==> src/rtl/vector_mem_writer.sv <==
// vector_mem_writer: streams 24-bit float elements into consecutive memory words after a
// base address, then commits the length header at the base so readers never see a partial vector.
module vector_mem_writer #(
   parameter int word_size   = 24,
   parameter int len_size    = 8,
   parameter int memory_size = 512,
   parameter int addr_size   = 9,
   parameter int state_size  = 2
) (
   input  logic                  clk,
   input  logic                  reset,
   input  logic                  start,
   input  logic [addr_size-1:0]  base_addr,
   input  logic [len_size-1:0]   len,
   input  logic [word_size-1:0]  in_data,
   input  logic                  in_valid,
   output logic                  in_ready,
   output logic                  mem_we,
   output logic [addr_size-1:0]  mem_addr,
   output logic [word_size-1:0]  mem_wdata,
   output logic                  busy,
   output logic                  done,
   output logic [len_size-1:0]   i,
   output logic [state_size-1:0] the_state
);
   typedef enum logic [state_size-1:0] {IDLE = 2'd0, DATA = 2'd1, HEADER = 2'd2, FIN = 2'd3} state_t;
   state_t state;
   logic [addr_size-1:0] base_q;
   logic [len_size-1:0]  len_q;
   assign in_ready  = state == DATA;
   assign busy      = state != IDLE;
   assign the_state = state;
   always_ff @(posedge clk) begin
      if (reset) begin
         state     <= IDLE;
         mem_we    <= 1'b0;
         mem_addr  <= '0;
         mem_wdata <= '0;
         done      <= 1'b0;
         i         <= '0;
         base_q    <= '0;
         len_q     <= '0;
      end else begin
         mem_we <= 1'b0;
         // done follows FIN by one cycle so it lands strictly after the header write is visible
         done   <= state == FIN;
         case (state)
            IDLE: if (start) begin
               base_q <= base_addr;
               len_q  <= len;
               i      <= '0;
               state  <= len != '0 ? DATA : HEADER;
            end
            DATA: if (in_valid) begin
               mem_we    <= 1'b1;
               mem_addr  <= base_q + addr_size'(i) + addr_size'(1);
               mem_wdata <= in_data;
               i         <= i + len_size'(1);
               if (i == len_q - len_size'(1)) state <= HEADER;
            end
            HEADER: begin
               mem_we    <= 1'b1;
               mem_addr  <= base_q;
               mem_wdata <= word_size'(len_q);
               state     <= FIN;
            end
            FIN: state <= IDLE;
            default: state <= IDLE;
         endcase
      end
   end
endmodule

==> config.mk <==
export PLATFORM = sky130hd
export DESIGN_NAME = vector_mem_writer
export DESIGN_NICKNAME = d
export VERILOG_FILES = /design/src/rtl/vector_mem_writer.sv
export SDC_FILE = /design/constraint.sdc
export NUM_CORES = 1
export LEC_CHECK = 0
export ABC_CLOCK_PERIOD_IN_PS = 2450
export CAP_MARGIN = 20
export CORE_UTILIZATION = 45
export DETAILED_ROUTE_END_ITERATION = 16
export GPL_TIMING_DRIVEN = 0
export PLACE_DENSITY_LB_ADDON = 0.08
export SLEW_MARGIN = 10
export SYNTH_ARGS = -nofsm -noshare
export SYNTH_HDL_FRONTEND = slang
export SYNTH_SLANG_ARGS = --single-unit
==> constraint.sdc <==
create_clock -name clk -period 2.45 [get_ports clk]
set_clock_uncertainty 0.15 [all_clocks]
set_input_delay 0.49 -clock clk [delete_from_list [all_inputs] [get_ports clk]]
set_output_delay 0.49 -clock clk [all_outputs]
set_load 0.05 [all_outputs]
* Word-level counts from Yosys, hierarchy flattened
Cells that the tools add are included.
** Word-level totals
- Bits in registers :: 62
- Input port bits :: 45
- Output and inout bits :: 47
- Logic and storage cells :: 42
** Operators by class
- $add $sub $neg :: 4
- Equality and inequality tests :: 7
- Multiplexer cells :: 14
- Reductions and logical operators :: 9
** Operator list (number)
- $pmux 24 s2 :: 1
- $mux 24 :: 1
- $pmux 9 s2 :: 1
- $mux 8 :: 2
- $pmux 8 s2 :: 1
- $add 9x1->9 const B :: 1
- $add 9x8->9 :: 1
- $mux 9 :: 1
- $add 8x1->8 const B :: 1
- $eq 8x8->1 :: 1
- $mux 2 :: 4
- $pmux 2 s4 :: 1
- $reduce_bool 8->1 :: 1
- $sub 8x1->8 const B :: 1
- $reduce_and 3->1 :: 2
- $reduce_bool 2->1 :: 3
- $eq 2x2->1 const B :: 2
- $ne 2x2->1 const B :: 2
- $reduce_and 2->1 :: 2
- $eq 2x1->1 const B :: 1
- $logic_not 2->1 :: 1
- $ne 2x1->1 const B :: 1
- $pmux 1 s2 :: 1
- $mux 1 :: 1

* Longest topological paths before layout
- Depth in word-level cells :: 5
- Mapped depth :: 10
- Depth with buffers taken out :: 10

* Worst setup path after synthesis
No wires, ideal clock.
- Path kind :: reg-to-reg
- From :: register state[0] (netlist: the_state[0])
- To :: register i[5]
- Library setup time :: 73 ps
- Arrival :: 2460 ps
- Required time :: 2227 ps
- Path slack :: -233 ps
- Stages on the path, launching flop included :: 8
- Path buffers :: 1
- Clock period less this slack :: 2683 ps
- Cells stage by stage :: dfxtp_1 ha_1 buf_2 mux2i_1 a21oi_1 nand4_1 or3_1 a21oi_1
** Between the ends
- Cells in the longest elaborated chain, start to end :: 3
- Elaborated cells between the ends (all ways) :: 7
- Those cells by class :: 3 x eq/ne; 1 x mux; 3 x reduce/logical
** Ends and longest elaborated chain
- start: declaration :: line 27 : state_t state;
- start signal: assignment :: line 52 : state <= len != '0 ? DATA : HEADER;
- $eq 2x1->1 *
- net in_ready :: line 17 : output logic in_ready,
- $ne 2x2->1 (no line) / $reduce_bool 2->1 (equally long branches)
- $reduce_and 3->1 (no line)
- end signal: assignment :: line 58 : i <= i + len_size'(1);
- end: declaration :: line 23 : output logic [len_size-1:0] i,
The timed path passes the listed nets; every way through them passes the cells marked *.
A chain may end at the register's enable or synchronous reset.

* Final worst setup path
- From :: register i[4]
- To :: output i[4]
No word-level cell between the ends.

==> qor.yml <==
outcome:
  status: "finished, violations left"
  violations: "DRC"
synthesis:
  synth_compound_area_share_pct: 19.99
  syn_avg_cell_area_sq_um: 8.402
  synth.top_cell.area_share_pct: 40.81
  synth_top_family_by_area: "compound AO/OA/AOI/OAI gates"
  synth_edf_count: 0
  syn_inst: 362
  synth-seq-area-share_pct: 40.81
  ys_top_cells_by_count: "62 x dfxtp_1, 53 x nand2_1, 39 x nor2_1"
  syn_nets: 423
  synth_area_sq_um: 3042
  synth.most_common_cell: "dfxtp_1"
  synth_ff_type: "dfxtp_1"
  synth.distinct_cells: 44
  yosys_warnings: 0
  synth-simple-area-share_pct: 19.29
  async_flop_share_pct: 0
  synth.area.top_cells: "dfxtp_1 41%, nand2_1 6.5%, ha_1 6.2%"
  synthMuxAreaShare_pct: 3.291
  synth_adder_area_share_pct: 6.828
  yosys.area.top_type: "dfxtp_1"
  synth_xor_area_share_pct: 5.759
  ys_seq_elements: 62
clock_tree:
  clockBufferDepth: 2
  clkLatencyLatePin_ns: 0.34
  cts-root-buf: "clkbuf_8"
  clk_pin_slew_ns: 0.07
  cts_buffers: 9
  cts_tree: "built"
  cts_sinks: 62
  holdBufCountCts: 0
  cts_max_level: 3
timing:
  finalCritPeriodShare_pct: 95.88
  final-setup-viol-count: 0
  slew_headroom_pct: 46.06
  slew_viol_final: 0
  hold_slack_ns: 0.3130
  tns_ns: 0
  rsz0062_at_grt: "no"
  worst_pin_slew_ns: 0.8091
  fin_ws_ns: 0.1010
  final_hold_viol_count: 0
  min_period_ns: 2.349
  timing.fmax_mhz: 425.7
global_route:
  grt_pass1_vias: 2696
  antenna_found_initial: 0
  track_usage_pct: 22.80
  grt_max_degree: 13
  grt_pass1_wl_um: 12850
  grt_overflow: 0
pwr:
  p_leak_uw: 0.001655
  powerDensity_nw_per_um2: 924.6
  power_uw: 3969
  max-vdd-ir-drop_mv: 0.6164
floorplanning:
  die_h_um: 84.22
  die-width_um: 84.22
  coreArea_sq_um: 6422
  fp-row-count: 29
  ios: 92
  initial_core_util_pct: 47.36
  die-area_sq_um: 7092
route:
  via_count: 2897
  first_pass_iters: 11
  m1WireLength_um: 3699
  dr.first_iter.drc_count: 192
  avgRoutedWirePerCell_um: 14.31
  wl_met2_um: 3541
  drc: 10
  wl_um: 7815
  via_per_inst: 5.306
  ant_nets: 0
  maxUsedRoutingLayer: "met4"
  wl_met3_um: 478
finish:
  fillers: 536
  diodes: 0
  multi_input_area_sq_um: 1687
  drive_gt1_share_pct: 6.183
  layout.area.seq_sq_um: 1245
  final_nets: 525
  stdcell_count: 546
  syn_to_final_growth_pct: 41.14
placed_design:
  post-place-cells: 530
  port_buffers: 91
  dp_slack_ns: -0.2355
  dp_hpwl_um: 5889
  gp_congestion: 0.8047
critical_path:
  worstSetupEndpointType: "output pin"
  max_stage_delay_ns: 0.87
  worst_ep_required_time_ns: 1.81
  cp_num_buf_inv: 1
  crit_slowest_cell: "clkdlybuf4s50_1"
  cp.arrival_ns: 1.71
  cp_top_family: "buffers and inverters"
  start_kind: "register"
  worst-path-max-fanout: 7
  critical_path_class: "register to output pin"
  cp_cell_sequence: "clkdlybuf4s50_1"
job:
  cap_violations: 0
hold_path:
  hp-class: "register to register"
==> registers in the layout (all words and copies together), names as in the netlist <==
name,flops
mem_wdata,24
base_q,9
mem_addr,9
i,8
len_q,8
the_state,2
done,1
mem_we,1
==> stage by stage <==
stage          instance area [sq um]  util [%]
2_1_floorplan                   3047         -
3_3_place_gp                    4054     63.12
3_5_place_dp                    4054     63.12
4_1_cts                         4275     66.57
5_1_grt                         4293     66.84
6_report                        4293     66.84
==> cell type report <==
type,count,area share (%)
clock inverter,7,2.303
timing repair buffer,91,21.36
clock buffer,9,2.885
buffer,19,1.778
inverter,13,1.137
sequential,62,29.00
multi-input combinational,268,39.29
tap,77,2.244
==> report_power, final <==
part | switching (uW) | leakage [uW] | internal, uW
clock | 441 | 0.000109 | 576
combinational | 1060 | 0.00104 | 598
sequential | 122 | 0.000507 | 1170
total | 1620 | 0.00166 | 2350
==> layout by cell type, fill, tap and decap left out, drive strengths merged, types with 2 or more instances in the layout <==
cell	synthesis	routed
clkdlybuf4s50	0	87
dfxtp	62	62
nand2	53	53
nor2	39	39
a21oi	29	29
clkbuf	14	23
a22oi	18	18
o21ai	15	15
ha	15	15
inv	13	13
mux2i	10	10
a211oi	10	10
xnor2	10	10
xor2	10	10
nand4	6	6
nor2b	5	5
nand3	5	5
buf	5	5
nor3	5	5
o21a	4	4
or3	4	4
clkinv	0	4
nand2b	3	3
o31ai	3	3
o211ai	3	3
dlymetal6s2s	0	3
o211a	2	2
nor3b	2	2
a31oi	2	2
bufinv	0	2
==> metal layers <==
metal	track usage, %	vias up
met3	5.211	6
met5	0	-
li1	-	1476
met2	36.07	83
met1	29.56	1332
met4	10.82	0
==> logic make-up after synthesis <==
family / Yosys count
and+or+nand+nor: 128
AOI/OAI and AO/OA: 94
DFF: 62
buffers and inverters: 32
xor gates and xnor gates: 20
adders and majority gates: 16
muxes: 10
==> path summary, 6_finish.rpt <==
kind                     from          end  slack, ns  depth (start not counted)
setup / recovery         i[4]         i[4]       0.10                          1
hold / removal    mem_addr[2]  mem_addr[2]       0.31                          2
setup reg to reg         i[1]  mem_addr[5]       0.20                          7
hold reg to reg   mem_addr[2]  mem_addr[2]       0.31                          2
==> what timing repair did <==
| action | 4_1_cts | 5_1_grt |
|---|---|---|
| setup buffers | 0 | 0 |
| resized for setup | 1 | 10 |
| pin swaps | 0 | 1 |
| setup endpoints to repair | 1 | 14 |
| cloned | 0 | 0 |
No activity file was read; power rests on OpenSTA's default activity.
